<file path="src/rtl/button_debounce_pulse_if.sv">
// Button bus between the raw push-button source and the debouncer:
// raw level in, clean level plus press/release strobes out.
interface button_debounce_pulse_if;
    logic btn_in;
    logic btn_level;
    logic btn_press;
    logic btn_release;

    modport master (
        output btn_in,
        input  btn_level,
        input  btn_press,
        input  btn_release
    );

    modport slave (
        input  btn_in,
        output btn_level,
        output btn_press,
        output btn_release
    );
endinterface

</file>
<file path="src/rtl/button_debounce_pulse.sv">
// Push-button conditioner: synchronises a bouncing raw input, accepts a new
// level after STABLE_CYCLES matching samples, and emits press/release strobes.
module button_debounce_pulse #(
    parameter int unsigned SYNC_STAGES   = 2,
    parameter int unsigned STABLE_CYCLES = 16
) (
    input  logic                   clk,
    input  logic                   reset,
    button_debounce_pulse_if.slave btn
);
    localparam int unsigned      CNT_W    = $clog2(STABLE_CYCLES);
    localparam logic [CNT_W-1:0] CNT_LAST = CNT_W'(STABLE_CYCLES - 1);
    localparam logic [CNT_W-1:0] CNT_ONE  = CNT_W'(1);

    typedef enum logic [1:0] {
        IDLE_LOW  = 2'd0,
        WAIT_HIGH = 2'd1,
        IDLE_HIGH = 2'd2,
        WAIT_LOW  = 2'd3
    } state_t;

    logic [SYNC_STAGES-1:0] sync_q;
    logic                   s;

    state_t           state_q, state_d;
    logic [CNT_W-1:0] cnt_q, cnt_d;
    logic             level_q, level_d;
    logic             press_q, press_d;
    logic             release_q, release_d;

    // Synchroniser chain; only its last stage is visible to the FSM.
    always_ff @(posedge clk or posedge reset) begin
        if (reset) begin
            sync_q <= '0;
        end else begin
            sync_q <= {sync_q[SYNC_STAGES-2:0], btn.btn_in};
        end
    end

    assign s = sync_q[SYNC_STAGES-1];

    always_ff @(posedge clk or posedge reset) begin
        if (reset) begin
            state_q   <= IDLE_LOW;
            cnt_q     <= '0;
            level_q   <= 1'b0;
            press_q   <= 1'b0;
            release_q <= 1'b0;
        end else begin
            state_q   <= state_d;
            cnt_q     <= cnt_d;
            level_q   <= level_d;
            press_q   <= press_d;
            release_q <= release_d;
        end
    end

    // Counter is cleared on every path except a continuing WAIT run.
    always_comb begin
        state_d   = state_q;
        cnt_d     = '0;
        level_d   = level_q;
        press_d   = 1'b0;
        release_d = 1'b0;
        case (state_q)
            IDLE_LOW: begin
                if (s) begin
                    state_d = WAIT_HIGH;
                    cnt_d   = CNT_ONE;
                end
            end
            WAIT_HIGH: begin
                if (!s) begin
                    state_d = IDLE_LOW;
                end else if (cnt_q == CNT_LAST) begin
                    state_d = IDLE_HIGH;
                    level_d = 1'b1;
                    press_d = 1'b1;
                end else begin
                    cnt_d = cnt_q + CNT_ONE;
                end
            end
            IDLE_HIGH: begin
                if (!s) begin
                    state_d = WAIT_LOW;
                    cnt_d   = CNT_ONE;
                end
            end
            WAIT_LOW: begin
                if (s) begin
                    state_d = IDLE_HIGH;
                end else if (cnt_q == CNT_LAST) begin
                    state_d   = IDLE_LOW;
                    level_d   = 1'b0;
                    release_d = 1'b1;
                end else begin
                    cnt_d = cnt_q + CNT_ONE;
                end
            end
            default: begin
                state_d = IDLE_LOW;
            end
        endcase
    end

    assign btn.btn_level   = level_q;
    assign btn.btn_press   = press_q;
    assign btn.btn_release = release_q;

endmodule

</file>
<file path="src/flat_wrapper.sv">
// flat-port wrapper written by rule: the top's interface ports become plain ports
module button_debounce_pulse_flat 
#(
    parameter int unsigned SYNC_STAGES   = 2,
    parameter int unsigned STABLE_CYCLES = 16
)
  (clk, reset, btn_btn_in, btn_btn_level, btn_btn_press, btn_btn_release);
  button_debounce_pulse_if btn_i ();
  input  logic clk;
  input  logic reset;
  input wire logic [$bits(btn_i.btn_in)-1:0] btn_btn_in;
  output wire logic [$bits(btn_i.btn_level)-1:0] btn_btn_level;
  output wire logic [$bits(btn_i.btn_press)-1:0] btn_btn_press;
  output wire logic [$bits(btn_i.btn_release)-1:0] btn_btn_release;
  assign btn_i.btn_in = btn_btn_in;
  assign btn_btn_level = btn_i.btn_level;
  assign btn_btn_press = btn_i.btn_press;
  assign btn_btn_release = btn_i.btn_release;
  button_debounce_pulse #(.SYNC_STAGES(SYNC_STAGES), .STABLE_CYCLES(STABLE_CYCLES)) u_core (.clk(clk), .reset(reset), .btn(btn_i));
endmodule
</file>
<file path="config.mk">
export PLATFORM = sky130hd
export DESIGN_NAME = button_debounce_pulse_flat
export DESIGN_NICKNAME = d
export VERILOG_FILES = /design/src/rtl/button_debounce_pulse_if.sv /design/src/rtl/button_debounce_pulse.sv /design/src/flat_wrapper.sv
export SDC_FILE = /design/constraint.sdc
export NUM_CORES = 1
export LEC_CHECK = 0
export CELL_PAD_IN_SITES_DETAIL_PLACEMENT = 0
export CELL_PAD_IN_SITES_GLOBAL_PLACEMENT = 2
export CORE_AREA = 4 4 41 43
export CTS_BUF_LIST = sky130_fd_sc_hd__clkbuf_2 sky130_fd_sc_hd__clkbuf_4 sky130_fd_sc_hd__clkbuf_8
export CTS_CLUSTER_SIZE = 30
export DETAILED_ROUTE_END_ITERATION = 16
export DIE_AREA = 0 0 45 47
export PLACE_DENSITY_LB_ADDON = 0.1
export SYNTH_ARGS = -nofsm -noshare
export SYNTH_HDL_FRONTEND = slang
export SYNTH_SLANG_ARGS = --single-unit
</file>
<file path="constraint.sdc">
create_clock -name clk -period 1.8 [get_ports clk]
set_input_delay 0.54 -clock clk [delete_from_list [all_inputs] [get_ports clk]]
set_output_delay 0.54 -clock clk [all_outputs]
set_load 0.01 [all_outputs]
</file>
==> impl_summary.txt, run 1 <==
----------------------------------------------------
[CTS]
  Total of cells resized after clock tree synthesis ... 0
  CTS clock-pin slew for the worst setup and hold paths ... 0.07 ns
  Total of hold buffers inserted after clock tree synthesis ... 0
  Root buf cell ... sky130_fd_sc_hd__clkbuf_4
  Post-CTS setup buffer count ... 0
  Total clock sinks ... 11
  Max clock buf depth ... 2
  Worst-skew pair later-pin latency ... approximately 0.26 ns
  CTS H-Tree Depth ... 1
  Number of clock buffers inserted by TritonCTS ... 3
  CTS tree ... yes

[Critical path]
  Number of buffer and inverter stages on the critical path ... 1
  Crit path cell chain ... clkdlybuf4s50_1
  Largest stage delay on the critical path ... between 0.5 and 0.6 ns
  CP max stage cell ... sky130_fd_sc_hd__clkdlybuf4s50_1
  Arrival time reported for the critical path endpoint ... between 1 and 1.5 ns
  Worst setup SP type ... flip-flop
  Endpoint of the most critical register-to-register path ... u_core.cnt_q[0]$_DFF_PP0_
  Number of cells on the worst reg-to-reg path ... 4
  Required time at the worst-slack endpoint ... around 1.3 ns
  Setup slack of the most critical reg-to-reg path ... between 0.4 and 0.5 ns
  FF-to-FF Start ... u_core.cnt_q[0]$_DFF_PP0_
  Type of the worst setup path ... reg2out
  Number of gates on the worst path with buffers counted ... 1
  Crit-path leading delay family ... buffers and inverters
  Kind of end point of the critical path ... output pin
  Crit Path Max Fanout ... 3

[Drt]
  Total wirelength of the detailed-routed design ... 703 um
  Via count ... 287
  Antenna viol nets, final ... 0
  Router iterations before antenna repair ... 1
  DRC viols ... 0
  Final routed wire length divided by cell count ... about 12 um
  Avg Vias per Cell ... slightly below 5
  DRC violation total after the first TritonRoute iteration ... 0

[Finish]
  Number of filler instances in the final layout ... 139
  Fraction of the core area covered by cells at the end of the flow ... 0.400
  Final antenna diode count ... 0
  Number of nets at the end of the flow ... 49
  Fraction of final layout cells sized beyond drive strength 1 ... 0.136
  Fin area ... approximately 520 um^2
  Area Overhead vs Synth ... 23.4%

[Logic synthesis]
  Most used flip-flop cell after synthesis ... sky130_fd_sc_hd__dfrtp_1
  Post-synthesis register bit count ... 11
  Count of warnings emitted by yosys ... 0
  Synthesized cell area ... 422 um^2
  Average instance area after synthesis ... ~12 um^2
  Synth cell count leaders ... 11 x sky130_fd_sc_hd__dfrtp_1, 4 x sky130_fd_sc_hd__a21oi_1, 4 x sky130_fd_sc_hd__nand2_1
  Library cell with the largest summed area after synthesis ... sky130_fd_sc_hd__dfrtp_1
  Share of the synthesized area in the top cell type ... 0.653
  Leading cell type by number of instances after synthesis ... sky130_fd_sc_hd__dfrtp_1
  Cell types with the largest area share after synthesis ... sky130_fd_sc_hd__dfrtp_1 65%, sky130_fd_sc_hd__a21oi_1 4.7%, sky130_fd_sc_hd__nand2_1 3.6%
  Library cells used by synthesis ... 16
  Share of flip-flops with an asynchronous set or reset after synthesis ... 1.00
  Number of instances in the synthesized netlist ... 35
  Share of the yosys chip area belonging to registers ... 0.653
  Syn_nets ... 39
  Number of enable flip-flop cells after synthesis ... 0

[Global routing]
  Antenna violations before repair ... 0
  Pin count of the biggest net entering global routing ... 12
  Global routing usage summed across all routing layers ... 0.0871
  Via count of the first global-routing pass ... 298
  Wire length of the first global-routing pass ... 1.24 mm
  Overflow left after global routing ... 0

[STA]
  Achievable Freq ... 587 MHz
  Least setup slack across all paths after layout ... a little under 0.1 ns
  Headroom to the max-slew limit ... 0.723
  Final hold viol count ... 0
  Setup skew after layout ... roughly 0.002 ns
  Final setup violation count ... 0
  Time the final worst path needs with I/O delays and setup ... 1.70 ns
  Final Cycle Share ... 0.946
  Setup repair after global routing missed its margin ... false
  Slew of the pin with the lowest slew margin ... slightly above 0.4 ns
  Summed negative setup slack over all endpoints ... 0 ns
  Count of final max-slew check failures ... 0

[Place]
  Minimum setup slack after placement ... 0.381 ns
  Cell Area, Placed ... between 400 and 500 um^2
  HPWL after detailed placement ... roughly 550 um
  Placer congestion estimate ... slightly below 0.7
  I/O Buffers ... 5

[Worst hold path]
  Worst min-delay path endpoint ... u_core.sync_q[1]$_DFF_PP0_
  Hold WC Path Type ... reg2reg
  Cells on Worst Hold Path ... 0
  Hold path start ... u_core.sync_q[0]$_DFF_PP0_

[Floorplan]
  Die Ht ... roughly 47 um
  Die ar. ... 2120 um^2
  Floorplan Core Area ... around 1300 um^2
  Ports ... 6
  Row cnt ... 13
  Starting utilization of the core area ... 0.324
  Die extent in x ... about 45 um

[Pwr]
  Static power due to leakage ... ~0.00024 uW
  Pwr per Cell Area ... slightly below 900 nW/um^2
  Worst IR drop on VDD ... about 370 uV

[Job]
  Number of max-capacitance violations reported ... 0

[Status]
  Status ... finished clean

----------------------------------------------------
-- cell families (layout without fill, tap and decap cells) --
| kind of cell | count (synthesis) | count (layout) | synth area share |
|---|---|---|---|
| adders and majority gates | 1 | 1 | 0.0297 |
| AOI/OAI and AO/OA | 7 | 7 | 0.0979 |
| DFF | 11 | 11 | 0.653 |
| and+or+nand+nor | 12 | 12 | 0.160 |
| buffers and inverters | 2 | 11 | 0.0178 |
| xor gates and xnor gates | 2 | 2 | 0.0416 |
-- how the worst max path moves through the flow --
stage                                          start                         to  slack, ns
CTS                 u_core.btn.btn_level$_DFFE_PP0P_              btn_btn_level       0.09
global route        u_core.btn.btn_level$_DFFE_PP0P_              btn_btn_level       0.04
finish              u_core.btn.btn_level$_DFFE_PP0P_              btn_btn_level        0.1
global placement    u_core.btn.btn_level$_DFFE_PP0P_              btn_btn_level       0.38
detailed placement  u_core.btn.btn_level$_DFFE_PP0P_              btn_btn_level       0.38
floorplan                  u_core.cnt_q[0]$_DFF_PP0_  u_core.cnt_q[0]$_DFF_PP0_       0.61
-- through the flow --
step | power, uW | std cells | hold WS (ns)
after floorplan | 275 | 35 | 0.331
after global placement | 283 | 55 | 0.337
after detailed placement | 284 | 55 | 0.350
after CTS | 468 | 59 | 0.366
after global routing | 484 | 59 | 0.376
final | 461 | 59 | 0.362
-- layout by cell type (no fill, tap or decap) --
master,instances
sky130_fd_sc_hd__a21boi_2,1
sky130_fd_sc_hd__a21oi_1,4
sky130_fd_sc_hd__xnor2_1,1
sky130_fd_sc_hd__xor2_1,1
sky130_fd_sc_hd__o21ai_0,2
sky130_fd_sc_hd__nand4_1,1
sky130_fd_sc_hd__nand2_1,4
sky130_fd_sc_hd__clkdlybuf4s50_1,5
sky130_fd_sc_hd__ha_1,1
sky130_fd_sc_hd__inv_1,2
sky130_fd_sc_hd__and2_2,1
sky130_fd_sc_hd__and3_1,1
sky130_fd_sc_hd__nor3b_1,1
sky130_fd_sc_hd__clkbuf_4,4
sky130_fd_sc_hd__and4_1,1
sky130_fd_sc_hd__nor2_1,2
sky130_fd_sc_hd__nand4b_1,1
sky130_fd_sc_hd__dfrtp_1,11
-- cell type report --
| cell class | count | area (um^2) | area share |
|---|---|---|---|
| Sequential cell | 11 | 275 | 0.529 |
| Multi-Input combinational cell | 22 | 139 | 0.267 |
| Timing Repair Buffer | 5 | 50.0 | 0.0962 |
| Clock buffer | 4 | 30.0 | 0.0577 |
| Tap cell | 15 | 18.8 | 0.0361 |
| Inverter | 2 | 7.51 | 0.0144 |
-- report_power, final --
part           total (uW)  leakage (uW)  switching, uW  internal [uW]
logic                18.3     0.0000780           9.20           9.14
registers             260      0.000144           6.85            253
clock network         183     0.0000184           82.0            101
-- registers in the layout, summed over array words and instances (netlist names), named ones only --
register and cells:
u_core.sync_q 2, u_core.btn.btn_release 1, u_core.btn.btn_level 1, u_core.btn.btn_press 1, u_core.state_q 1, u_core.cnt_q 4
-- per-layer routing --
metal | share of wire | global-route usage | vias up
met5 | 0 | 0 | -
met4 | 0.017 | 0.0702 | 0
met3 | 0.050 | 0.0268 | 4
met2 | 0.49 | 0.133 | 6
met1 | 0.44 | 0.101 | 139
li1 | - | - | 138
Power figures use the tool's default switching activity.
==> run 2: changes to the inputs <==
- HOLD_SLACK_MARGIN: not set -> 0.03
- SLEW_MARGIN: not set -> 20
==> results of run 2 <==
Final layout, timing and power as in run 1 (identical DEF).
==> run 3: changes to the inputs <==
- REMOVE_ABC_BUFFERS: not set -> 1
==> results of run 3 <==
Final layout, timing and power as in run 1 (identical DEF).
